==> src/rtl/uart_pkg.sv <==
// Shared constants and types for the UART register/FIFO stage.
// DATA_WIDTH / ADDR_WIDTH normally come from the project defines; fallbacks keep the package standalone.
`ifndef DATA_WIDTH
`define DATA_WIDTH 32
`endif
`ifndef ADDR_WIDTH
`define ADDR_WIDTH 8
`endif

package uart_pkg;

   localparam int DW = `DATA_WIDTH;
   localparam int AW = `ADDR_WIDTH;

   localparam logic [AW-1:0] TRANS_DATA = AW'(8'h00);
   localparam logic [AW-1:0] RECV_DATA  = AW'(8'h04);
   localparam logic [AW-1:0] BAUD_CFG   = AW'(8'h08);
   localparam logic [AW-1:0] FRAME_CFG  = AW'(8'h0C);
   localparam logic [AW-1:0] PARITY_CFG = AW'(8'h10);
   localparam logic [AW-1:0] STOP_CFG   = AW'(8'h14);

   localparam logic [3:0] FRAME_RST  = 4'd8;
   localparam logic [1:0] PARITY_RST = 2'd0;
   localparam logic [1:0] STOP_RST   = 2'd1;

   // Legal ranges are compared against the full write word so high garbage bits are rejected.
   localparam logic [DW-1:0] FRAME_MIN  = DW'(5);
   localparam logic [DW-1:0] FRAME_MAX  = DW'(9);
   localparam logic [DW-1:0] PARITY_MAX = DW'(2);
   localparam logic [DW-1:0] STOP_MIN   = DW'(1);
   localparam logic [DW-1:0] STOP_MAX   = DW'(2);

   typedef enum logic {
      IDLE = 1'b0,
      RESP = 1'b1
   } state_t;

   function automatic logic multi_hot(input logic [3:0] v);
      return |(v & (v - 4'd1));
   endfunction

endpackage

==> src/rtl/uart_csr_ctrl_if.sv <==
// APB-side access bundle between the slave decode (master) and the register/FIFO stage (slave).
interface uart_csr_ctrl_if;
   import uart_pkg::*;

   logic          TX_detect;
   logic          RX_detect;
   logic          config_write_detect;
   logic          config_read_detect;
   logic [AW-1:0] config_address;
   logic [DW-1:0] write_data;
   logic [DW-1:0] read_data;
   logic          ready;
   logic          error;

   modport master (
      output TX_detect, RX_detect, config_write_detect, config_read_detect,
      output config_address, write_data,
      input  read_data, ready, error
   );

   modport slave (
      input  TX_detect, RX_detect, config_write_detect, config_read_detect,
      input  config_address, write_data,
      output read_data, ready, error
   );
endinterface

==> src/rtl/uart_sync_fifo.sv <==
// Synchronous FIFO with extra-MSB pointers; a pop frees the slot for a same-cycle push when full.
module uart_sync_fifo #(
   parameter int WIDTH = 8,
   parameter int DEPTH = 8
) (
   input  logic                     clk_sys,
   input  logic                     rst,
   input  logic                     push,
   input  logic [WIDTH-1:0]         wdata,
   input  logic                     pop,
   output logic [WIDTH-1:0]         rdata,
   output logic                     full,
   output logic                     empty,
   output logic [$clog2(DEPTH):0]   count
);
   localparam int PW = $clog2(DEPTH);

   logic [WIDTH-1:0] mem [DEPTH];
   logic [PW:0]      wr_ptr;
   logic [PW:0]      rd_ptr;
   logic             do_push;
   logic             do_pop;

   assign empty   = (wr_ptr == rd_ptr);
   assign full    = (wr_ptr[PW] != rd_ptr[PW]) && (wr_ptr[PW-1:0] == rd_ptr[PW-1:0]);
   assign count   = wr_ptr - rd_ptr;
   assign do_pop  = pop && !empty;
   assign do_push = push && (!full || do_pop);
   assign rdata   = mem[rd_ptr[PW-1:0]];

   always_ff @(posedge clk_sys) begin
      if (rst) begin
         wr_ptr <= '0;
         rd_ptr <= '0;
      end else begin
         if (do_push) wr_ptr <= wr_ptr + (PW+1)'(1);
         if (do_pop)  rd_ptr <= rd_ptr + (PW+1)'(1);
      end
   end

   always_ff @(posedge clk_sys) begin
      if (do_push) mem[wr_ptr[PW-1:0]] <= wdata;
   end
endmodule

==> src/rtl/uart_csr_ctrl.sv <==
// UART register/FIFO stage behind the APB decode: config registers, TX/RX FIFOs, one-wait-state response.
// Optional build macro UART_RX_OVERRUN_EN adds a sticky RX overrun flag reported on the next RX read.
//
// state | meaning
// IDLE  | waiting for a detect; side effects commit on the cycle a detect is seen here
// RESP  | ready=1, registered read_data/error presented; detects ignored
module uart_csr_ctrl
   import uart_pkg::*;
#(
   parameter int            FIFO_DEPTH   = 8,
   parameter logic [DW-1:0] BAUD_DIV_RST = DW'(54)
) (
   input  logic            PCLK,
   input  logic            PRESET,
   uart_csr_ctrl_if.slave  apb,
   output logic [7:0]      tx_data,
   output logic            tx_valid,
   input  logic            tx_ready,
   input  logic [7:0]      rx_data,
   input  logic            rx_valid,
   output logic [DW-1:0]   baud_cfg,
   output logic [3:0]      frame_cfg,
   output logic [1:0]      parity_cfg,
   output logic [1:0]      stop_cfg
);
   localparam int CW = $clog2(FIFO_DEPTH) + 1;

   state_t        state_q, state_d;
   logic [3:0]    det;
   logic          any_det, multi_det, commit;
   logic          do_tx, do_rx;
   logic          tx_pop, tx_full, tx_empty;
   logic          rx_full, rx_empty;
   logic [7:0]    rx_head;
   logic [CW-1:0] tx_count_unused, rx_count_unused;
   logic          resp_ready;
   logic [DW-1:0] resp_data_q, resp_data_d;
   logic          resp_err_q, resp_err_d;
   logic [DW-1:0] baud_d;
   logic [3:0]    frame_d;
   logic [1:0]    parity_d, stop_d;

   assign det       = {apb.TX_detect, apb.RX_detect, apb.config_write_detect, apb.config_read_detect};
   assign any_det   = |det;
   assign multi_det = multi_hot(det);
   assign commit    = (state_q == IDLE) && any_det;
   assign do_tx     = commit && !multi_det && apb.TX_detect;
   assign do_rx     = commit && !multi_det && apb.RX_detect;
   assign tx_valid  = !tx_empty;
   assign tx_pop    = tx_valid && tx_ready;

   always_ff @(posedge PCLK) begin
      if (PRESET) state_q <= IDLE;
      else        state_q <= state_d;
   end

   always_comb begin
      state_d = state_q;
      case (state_q)
         IDLE:    if (any_det) state_d = RESP;
         RESP:    state_d = IDLE;
         default: state_d = IDLE;
      endcase
   end

   uart_sync_fifo #(.WIDTH(8), .DEPTH(FIFO_DEPTH)) u_tx_fifo (
      .clk_sys (PCLK),
      .rst     (PRESET),
      .push    (do_tx),
      .wdata   (apb.write_data[7:0]),
      .pop     (tx_pop),
      .rdata   (tx_data),
      .full    (tx_full),
      .empty   (tx_empty),
      .count   (tx_count_unused)
   );

   uart_sync_fifo #(.WIDTH(8), .DEPTH(FIFO_DEPTH)) u_rx_fifo (
      .clk_sys (PCLK),
      .rst     (PRESET),
      .push    (rx_valid),
      .wdata   (rx_data),
      .pop     (do_rx),
      .rdata   (rx_head),
      .full    (rx_full),
      .empty   (rx_empty),
      .count   (rx_count_unused)
   );

`ifdef UART_RX_OVERRUN_EN
   logic overrun_q;

   // An RX read pops, so a drop can never coincide with the clearing read.
   always_ff @(posedge PCLK) begin
      if (PRESET)                               overrun_q <= 1'b0;
      else if (rx_valid && rx_full && !do_rx)   overrun_q <= 1'b1;
      else if (do_rx)                           overrun_q <= 1'b0;
   end
`endif

   always_comb begin
      resp_data_d = '0;
      resp_err_d  = 1'b0;
      baud_d      = baud_cfg;
      frame_d     = frame_cfg;
      parity_d    = parity_cfg;
      stop_d      = stop_cfg;
      if (commit) begin
         if (multi_det) begin
            resp_err_d = 1'b1;
         end else if (apb.TX_detect) begin
            resp_err_d = tx_full && !tx_pop;
         end else if (apb.RX_detect) begin
            resp_data_d = rx_empty ? '0 : {{(DW-8){1'b0}}, rx_head};
`ifdef UART_RX_OVERRUN_EN
            resp_err_d  = rx_empty || overrun_q;
`else
            resp_err_d  = rx_empty;
`endif
         end else if (apb.config_write_detect) begin
            resp_err_d = 1'b1;
            case (apb.config_address)
               BAUD_CFG:
                  if (apb.write_data != '0) begin
                     baud_d     = apb.write_data;
                     resp_err_d = 1'b0;
                  end
               FRAME_CFG:
                  if (apb.write_data >= FRAME_MIN && apb.write_data <= FRAME_MAX) begin
                     frame_d    = apb.write_data[3:0];
                     resp_err_d = 1'b0;
                  end
               PARITY_CFG:
                  if (apb.write_data <= PARITY_MAX) begin
                     parity_d   = apb.write_data[1:0];
                     resp_err_d = 1'b0;
                  end
               STOP_CFG:
                  if (apb.write_data >= STOP_MIN && apb.write_data <= STOP_MAX) begin
                     stop_d     = apb.write_data[1:0];
                     resp_err_d = 1'b0;
                  end
               default: resp_err_d = 1'b1;
            endcase
         end else begin
            case (apb.config_address)
               BAUD_CFG:   resp_data_d = baud_cfg;
               FRAME_CFG:  resp_data_d = {{(DW-4){1'b0}}, frame_cfg};
               PARITY_CFG: resp_data_d = {{(DW-2){1'b0}}, parity_cfg};
               STOP_CFG:   resp_data_d = {{(DW-2){1'b0}}, stop_cfg};
               default:    resp_err_d  = 1'b1;
            endcase
         end
      end
   end

   always_ff @(posedge PCLK) begin
      if (PRESET) begin
         resp_data_q <= '0;
         resp_err_q  <= 1'b0;
         baud_cfg    <= BAUD_DIV_RST;
         frame_cfg   <= FRAME_RST;
         parity_cfg  <= PARITY_RST;
         stop_cfg    <= STOP_RST;
      end else begin
         resp_data_q <= resp_data_d;
         resp_err_q  <= resp_err_d;
         baud_cfg    <= baud_d;
         frame_cfg   <= frame_d;
         parity_cfg  <= parity_d;
         stop_cfg    <= stop_d;
      end
   end

   assign resp_ready    = (state_q == RESP);
   assign apb.ready     = resp_ready;
   assign apb.read_data = resp_ready ? resp_data_q : '0;
   assign apb.error     = resp_ready && resp_err_q;
endmodule

==> src/flat_wrapper.sv <==
// flat-port wrapper written by rule: the top's interface ports become plain ports
module uart_csr_ctrl_flat import uart_pkg::*;
#(
   parameter int            FIFO_DEPTH   = 8,
   parameter logic [DW-1:0] BAUD_DIV_RST = DW'(54)
)
  (PCLK, PRESET, tx_data, tx_valid, tx_ready, rx_data, rx_valid, baud_cfg, frame_cfg, parity_cfg, stop_cfg, apb_TX_detect, apb_RX_detect, apb_config_write_detect, apb_config_read_detect, apb_config_address, apb_write_data, apb_read_data, apb_ready, apb_error);
  uart_csr_ctrl_if apb_i ();
  input  logic PCLK;
  input  logic PRESET;
  output logic [7:0] tx_data;
  output logic tx_valid;
  input  logic tx_ready;
  input  logic [7:0] rx_data;
  input  logic rx_valid;
  output logic [DW-1:0] baud_cfg;
  output logic [3:0] frame_cfg;
  output logic [1:0] parity_cfg;
  output logic [1:0] stop_cfg;
  input wire logic [$bits(apb_i.TX_detect)-1:0] apb_TX_detect;
  input wire logic [$bits(apb_i.RX_detect)-1:0] apb_RX_detect;
  input wire logic [$bits(apb_i.config_write_detect)-1:0] apb_config_write_detect;
  input wire logic [$bits(apb_i.config_read_detect)-1:0] apb_config_read_detect;
  input wire logic [$bits(apb_i.config_address)-1:0] apb_config_address;
  input wire logic [$bits(apb_i.write_data)-1:0] apb_write_data;
  output wire logic [$bits(apb_i.read_data)-1:0] apb_read_data;
  output wire logic [$bits(apb_i.ready)-1:0] apb_ready;
  output wire logic [$bits(apb_i.error)-1:0] apb_error;
  assign apb_i.TX_detect = apb_TX_detect;
  assign apb_i.RX_detect = apb_RX_detect;
  assign apb_i.config_write_detect = apb_config_write_detect;
  assign apb_i.config_read_detect = apb_config_read_detect;
  assign apb_i.config_address = apb_config_address;
  assign apb_i.write_data = apb_write_data;
  assign apb_read_data = apb_i.read_data;
  assign apb_ready = apb_i.ready;
  assign apb_error = apb_i.error;
  uart_csr_ctrl #(.FIFO_DEPTH(FIFO_DEPTH), .BAUD_DIV_RST(BAUD_DIV_RST)) u_core (.PCLK(PCLK), .PRESET(PRESET), .apb(apb_i), .tx_data(tx_data), .tx_valid(tx_valid), .tx_ready(tx_ready), .rx_data(rx_data), .rx_valid(rx_valid), .baud_cfg(baud_cfg), .frame_cfg(frame_cfg), .parity_cfg(parity_cfg), .stop_cfg(stop_cfg));
endmodule
==> config.mk <==
export PLATFORM = sky130hd
export DESIGN_NAME = uart_csr_ctrl_flat
export DESIGN_NICKNAME = d
export VERILOG_FILES = /design/src/rtl/uart_pkg.sv /design/src/rtl/uart_csr_ctrl_if.sv /design/src/rtl/uart_sync_fifo.sv /design/src/rtl/uart_csr_ctrl.sv /design/src/flat_wrapper.sv
export SDC_FILE = /design/constraint.sdc
export NUM_CORES = 1
export LEC_CHECK = 0
export CORE_UTILIZATION = 40
export DETAILED_ROUTE_END_ITERATION = 6
export GPL_ROUTABILITY_DRIVEN = 0
export PLACE_DENSITY = 0.61
export SLEW_MARGIN = 20
export SYNTH_ARGS = -nofsm -noshare
export SYNTH_HDL_FRONTEND = slang
export SYNTH_SLANG_ARGS = --single-unit
==> constraint.sdc <==
create_clock -name PCLK -period 3.2 [get_ports PCLK]
set_clock_uncertainty 0.05 [all_clocks]
set_input_delay 0.8 -clock PCLK [delete_from_list [all_inputs] [get_ports PCLK]]
set_output_delay 0.8 -clock PCLK [all_outputs]
set_load 0.02 [all_outputs]
* Word level (Yosys, flattened, before mapping) *
Memory sizes are Yosys's and may differ from the RTL's. A register that Yosys moved wholly into a read port is not among the register bits.
Cells that the tools add are included.
W data, S select, Z words.

storage, ports and cells
  bits in registers = 90
  memory bits (writable) = 128
  bits of input ports = 56
  output and inout bits = 83
  logic and storage cells = 96
  memories = 2

cells by class
  add/subtract/negate cells = 5
  magnitude comparators = 4
  eq/ne operators = 10
  multiplexer cells = 25
  bitwise operators = 6
  reductions and logical operators = 33

memories
  memory                depth  width  rd ports  clocked after Yosys merged registers in  wr ports  RTL line              RTL
  u_core.u_rx_fifo.mem  8      8      1         1                                        1         uart_sync_fifo.sv:18  logic [WIDTH-1:0] mem [DEPTH];
  u_core.u_tx_fifo.mem  8      8      1         1                                        1         uart_sync_fifo.sv:18

operators by type and width
  kind                   number
  $pmux W32 S4           1
  $mux W32               3
  $ge A32 B1 Y1 const B  1
  $ge A32 B3 Y1 const B  1
  $le A32 B2 Y1 const B  1
  $le A32 B4 Y1 const B  1
  $reduce_bool A32 Y1    1
  $reduce_and A7 Y1      4
  $add A4 B1 Y4 const B  4
  $eq A8 B4 Y1 const B   2
  $eq A8 B5 Y1 const B   2
  $logic_and A1 B1 Y1    15
  $mux W1                14
  $mux W3                4
  $reduce_or A4 Y1       3
  $eq A4 B4 Y1           2
  $mux W8                1
  $reduce_or A7 Y1       1
  $eq A3 B3 Y1           2
  $logic_not A1 Y1       6
  $not A1 Y1             5
  $and A4 B4 Y4          1
  $pmux W1 S4            1
  $sub A4 B1 Y4 const B  1
  other kinds (4)        6

* Depth between registers and ports, before layout *
Gate-level depths: netlist of run 1.

  depth in word-level cells = 11
  depth in mapped cells = 7
  depth with buffers taken out = 5

* By module *
A second synthesis of run 1 with hierarchy kept.

unflattened totals
  cell total of the unflattened synthesis = 713
  area total of the unflattened synthesis = 9,823.2 um^2

modules (own cells, without submodules)
  module                             times used  cells an instance  area an instance (um^2)  sequential area each (um^2)
  uart_csr_ctrl                      1           381                3,623.5                  1,481.4
  uart_sync_fifo (u_core.u_rx_fifo)  1           166                3,101.7                  2,142.1
  uart_sync_fifo (u_core.u_tx_fifo)  1           166                3,098.0                  2,142.1

* Least setup slack after synthesis of run 1 *
Ideal clock, no wire load.

  path kind = input to register
  start point = in apb_RX_detect
  end point = mem u_core.u_tx_fifo.mem[0][0] (enable)
  setup time = 0.395 ns
  arrival = 2.784 ns
  required time = 2.755 ns
  slack = -0.028 ns
  stages = 4
  buffers on the path = 1
  path through = clkbuf_1 > or3_1 > a2111o_1 > nor4_1

on the way
  word-level cells in the longest chain between the ends = 9
  elaborated cells between the ends (all ways) = 11
  classes of those cells = add/sub: 1; mux: 2; bitwise: 1; reduce/logical: 7

RTL lines
  element                             RTL line              RTL
  start, declared                     flat_wrapper.sv:21    input wire logic [$bits(apb_i.RX_detect)-1:0] apb_RX_detect;
  $sub A4 B1 Y4                       uart_pkg.sv:39        return |(v & (v - 4'd1));
  $and A4 B4 Y4                       uart_pkg.sv:39
  $reduce_or A4 Y1                    uart_pkg.sv:39
  $logic_not A1 Y1                    uart_csr_ctrl.sv:47   assign do_tx = commit && !multi_det && apb.TX_detect;
  $logic_and A1 B1 Y1 * (2 in a row)  uart_csr_ctrl.sv:47
  $logic_and A1 B1 Y1 *               uart_sync_fifo.sv:28  assign do_push = push && (!full || do_pop);
  $mux W1 *                           uart_sync_fifo.sv:42  if (do_push) mem[wr_ptr[PW-1:0]] <= wdata;
  $mux W1 (implied by the code) *     uart_sync_fifo.sv:42
  end, declared                       uart_sync_fifo.sv:18

Every way passes the cells marked *; elsewhere a longest branch is shown, timed or not.

* Worst setup path in the final report of run 1 *
  start point = reg u_core.state_q, in the netlist u_core.apb.ready
  end point = out apb_read_data[4]

on the way
  word-level cells in the longest chain between the ends = 1

RTL lines
  element                 RTL line              RTL
  start, declared         uart_csr_ctrl.sv:28   state_t state_q, state_d;
  start signal, assigned  uart_csr_ctrl.sv:54   else state_q <= state_d;
  $mux W32                uart_csr_ctrl.sv:177  assign apb.read_data = resp_ready ? resp_data_q : '0;
  end, declared           flat_wrapper.sv:26    output wire logic [$bits(apb_i.read_data)-1:0] apb_read_data;

Every way passes these cells.

==> out/summary.md, run 1 <==
Layout
- 1139 — Final Instance Count excl. Fillers
- 30.1% — synthesis-to-finish area growth
- 0 — diode count
- 16.1% — share of final-layout standard cells stronger than drive strength 1
- 11700 sq um — post-route cell area
- 1825 — number of filler instances in the final layout
- 902 — final net count

Logic synthesis
- 0% — share of synthesized flip-flops with an asynchronous set or reset
- 61 — Unique masters post-synth
- sky130_fd_sc_hd__edfxtp_1 — most numerous cell in the Yosys netlist
- 42.7% — share of the synthesized area in the top cell type
- sky130_fd_sc_hd__edfxtp_1 — post-synth top area cell
- 64.1% — share of synthesized area occupied by flip-flops and latches
- 13.4 sq um — Mapped Avg Cell Area
- 669 — number of instances in the synthesized netlist
- 224 — synthesis-stage register bit count
- sky130_fd_sc_hd__edfxtp_1 — dominant synthesized flop cell
- sky130_fd_sc_hd__edfxtp_1, sky130_fd_sc_hd__dfxtp_1, sky130_fd_sc_hd__mux4_2, sky130_fd_sc_hd__and2_1, sky130_fd_sc_hd__nand2_1 — top cells by area, synth
- 729 — Post-Syn Nets
- 8990 sq um — area of the mapped netlist
- sky130_fd_sc_hd__edfxtp_1, sky130_fd_sc_hd__dfxtp_1, sky130_fd_sc_hd__nand2_1 — most used standard cells in the synthesized netlist
- 0 — synthesis warning total
- 128 — EDFF count, synth

STA
- 0 — count of endpoints failing setup in the final report
- 0.322 GHz — max frequency
- no — setup repair after global routing missed its margin
- 97.2% — Final Cycle Share
- 0 — Slew Viols, Final
- 0 ns — setup TNS after final layout
- 3.11 ns — Final Critical Period
- 0.867 ns — measured slew at the worst slew-check pin
- 0.0906 ns — post-route worst setup slack
- 41.4% — Max-Slew Margin vs Limit
- 0 — count of endpoints failing hold in the final timing report

CTS
- 0 — number of buffers inserted for hold repair after clock tree synthesis
- 0.52 ns — clock latency at the later pin of the worst-skew pair
- 0.06 ns — Clock transition at path regs
- done — clock tree from TritonCTS
- 1 — number of levels in the clock H-tree
- 0 — postcts setup bufs
- 224 — clock sinks
- 23 — clock buffer count from CTS
- 3 — number of buffers on the longest clock path
- sky130_fd_sc_hd__clkbuf_16 — root buf cell

Global routing
- 6003 — vias in the first global route
- 0 — number of antenna violations at the first check in global routing
- met2 — most heavily used metal layer in global routing
- 33.0% — grt met2 use
- 2.94% — met3 global-route usage
- 23.5% — met1 Use GR
- 33.6 mm — wire length of the first global-routing pass
- 0 — final global-route overflow total
- 63 — maximum number of pins on one net before global-route repair
- 18.8% — GRT Resource Usage Total

Critical path
- 2.26 ns — critical path data arrival time
- register to output port — Worst Path Class, Setup
- 0.80 ns — minimum setup slack among reg-to-reg paths
- 17 — crit path max fanout
- 6 — depth of the worst register-to-register path
- u_core.apb.ready — Critical R2R Launch
- output port — CP endpoint kind
- 2.35 ns — worst endpoint required time
- u_core.u_rx_fifo.mem[6][7] — capture instance of the worst register-to-register path
- register — element type at the critical path start

Power
- 0.00394 uW — Leakage
- 5.6% — Comb power frac
- 42.9% — Clk pwr share
- 0.000350 V — Peak VDD IR
- 21.1% — switching power as a share of total power
- 4740 uW — internal power component
- 51.5% — fraction of power consumed by sequential logic
- 513 nW/um^2 — Pwr Density
- 1260 uW — power spent charging and discharging nets

Detailed routing
- 338 — Starting DRT DRC Count
- 7 — drt pass-1 iters
- 5908 — number of vias in the routed layout
- 5.19 — Via-to-Cell Ratio
- 21.2 mm — total wire length after detailed routing
- 18.7 um — detailed-route wire length per cell
- 0 — antenna viol nets, final
- 28 — remaining routing DRC violations

Hold path
- 2 — Min-Delay Path Depth
- u_core.baud_cfg[15] — Hold Path Origin
- u_core.baud_cfg[15] — end of the worst hold path
- register to register — HP Class

Place
- 138 — Port Buf Inserts
- 11000 sq um — area post-placement
- 15.1 mm — detailed placer's ending HPWL
- 0.00929 ns — worst setup slack before clock tree synthesis
- 1097 — instance count after placement with tap cells included

Floorplan
- 22000 sq um — Placeable Area
- 152 um — vertical extent of the die
- 139 — Top-Level Pins
- 54 — total number of placement rows
- 23100 sq um — die footprint
- 152 um — Die Width
- 41.0% — initial standard-cell utilization of the core

Run
- 0 — max-cap viol count

Status
- design-rule violations — violations in the final reports
- complete, but fails checks — status

layer usage:
metal  up-vias  routed length (um)  part of all wire [%]
met2       161               10600                    50
met1      2887                9020                    42
li1       2816                   -                     -
met3        44                 979                   4.6
met5         -                   0                     0
met4         0                 658                   3.1
placed cells by master (no fill, tap or decap), types with 4 or more instances in the layout:
cell type	Yosys	routed
sky130_fd_sc_hd__a21oi_1	37	37
sky130_fd_sc_hd__and2_1	58	58
sky130_fd_sc_hd__buf_12	0	4
sky130_fd_sc_hd__buf_4	4	45
sky130_fd_sc_hd__clkbuf_1	26	4
sky130_fd_sc_hd__clkbuf_16	0	23
sky130_fd_sc_hd__clkdlybuf4s50_1	0	129
sky130_fd_sc_hd__clkinv_1	0	4
sky130_fd_sc_hd__clkinv_2	0	4
sky130_fd_sc_hd__dfxtp_1	96	96
sky130_fd_sc_hd__dlygate4sd2_1	0	8
sky130_fd_sc_hd__edfxtp_1	128	128
sky130_fd_sc_hd__ha_1	4	4
sky130_fd_sc_hd__inv_1	7	7
sky130_fd_sc_hd__mux2_2	8	8
sky130_fd_sc_hd__mux2i_1	18	18
sky130_fd_sc_hd__mux4_2	32	32
sky130_fd_sc_hd__nand2_1	70	70
sky130_fd_sc_hd__nand3_1	12	12
sky130_fd_sc_hd__nor2_1	33	33
sky130_fd_sc_hd__nor3_1	18	18
sky130_fd_sc_hd__nor4_1	10	9
sky130_fd_sc_hd__o21ai_0	9	9
sky130_fd_sc_hd__o22ai_1	4	4
sky130_fd_sc_hd__o2bb2ai_1	4	4
sky130_fd_sc_hd__xnor2_1	9	9
sky130_fd_sc_hd__xor2_1	11	11
flip-flops by register name, indices dropped and copies added, names as in the netlist, 2 cells and up, named ones only:
register,count
u_core.u_tx_fifo.mem,64
u_core.resp_data_q,32
u_core.baud_cfg,32
u_core.u_tx_fifo.wr_ptr,4
u_core.stop_cfg,2
u_core.frame_cfg,4
u_core.u_tx_fifo.rd_ptr,4
u_core.u_rx_fifo.mem,64
u_core.parity_cfg,2
u_core.u_rx_fifo.wr_ptr,4
u_core.u_rx_fifo.rd_ptr,4
how the worst max path moves through the flow:
stage / slack [ns] / cells past startpoint / to / start
floorplan: 0.14 / 5 / u_core.u_tx_fifo.mem[4][0] / apb_RX_detect
global placement: 0.06 / 7 / u_core.parity_cfg[1] / apb_write_data[3]
detailed placement: 0.009 / 7 / u_core.parity_cfg[0] / apb_write_data[3]
CTS: 0.06 / 3 / apb_read_data[4] / u_core.apb.ready
global route: 0.006 / 3 / apb_read_data[0] / u_core.apb.ready
finish: 0.09 / 3 / apb_read_data[4] / u_core.apb.ready
worst max-delay path: stages (launching register included):
cell	delay (ns)
sky130_fd_sc_hd__dfxtp_1	0.67
sky130_fd_sc_hd__buf_4	0.29
sky130_fd_sc_hd__and2_1	0.15
sky130_fd_sc_hd__clkdlybuf4s50_1	0.63
logic make-up (layout without fill, tap and decap cells):
family | Yosys count | after routing | share of synthesized area [%]
buf+inv | 46 | 236 | 2.17
flops | 224 | 224 | 64.1
xor+xnor | 20 | 20 | 1.95
simple gates | 236 | 236 | 14.0
compound gates | 81 | 81 | 6.16
fa+ha+maj | 4 | 4 | 0.557
mux | 58 | 58 | 11.0
through the flow:
stage               power (uW)  hold slack, ns  util [%]
floorplan                 3300           0.441         -
global placement          3490           0.411      50.0
detailed placement        3500           0.414      50.0
CTS                       6080           0.423      53.3
global route              6220           0.447      53.3
finish                    6010           0.421      53.3
timing repair:
action / CTS / global route
setup endpoints to repair: 8 / 0
endpoints found under the hold margin: 0 / 0
resized for setup: 8 / 0
power groups by stage:
stage | clock network [uW] | registers [uW] | logic (uW)
3_3_place_gp | 0 | 3150 | 336
3_5_place_dp | 0 | 3160 | 343
5_1_grt | 2760 | 3090 | 363
2_1_floorplan | 0 | 3140 | 158
6_report | 2580 | 3090 | 337
4_1_cts | 2640 | 3090 | 341
area by class of cell:
| cell class | count | area, sq um | share of cell area (%) |
|---|---|---|---|
| Timing Repair Buffer | 187 | 1780 | 15.2 |
| Inverter | 7 | 26.3 | 0.225 |
| Sequential cell | 224 | 5770 | 49.3 |
| Clock buffer | 28 | 604 | 5.16 |
| Clock inverter | 14 | 124 | 1.06 |
| Tap cell | 280 | 350 | 2.99 |
| Multi-Input combinational cell | 399 | 3050 | 26.0 |
(Power assumes the default switching activity.)
==> inputs of run 2 (changes only) <==
--- a/config.mk
+++ b/config.mk
@@ -9,7 +9,7 @@
 export DETAILED_ROUTE_END_ITERATION = 6
 export GPL_ROUTABILITY_DRIVEN = 0
 export PLACE_DENSITY = 0.61
-export SLEW_MARGIN = 20
 export SYNTH_ARGS = -nofsm -noshare
 export SYNTH_HDL_FRONTEND = slang
 export SYNTH_SLANG_ARGS = --single-unit
+export TNS_END_PERCENT = 30
==> results of run 2 <==
No change in the layout: final DEF, timing and power equal those of run 1.
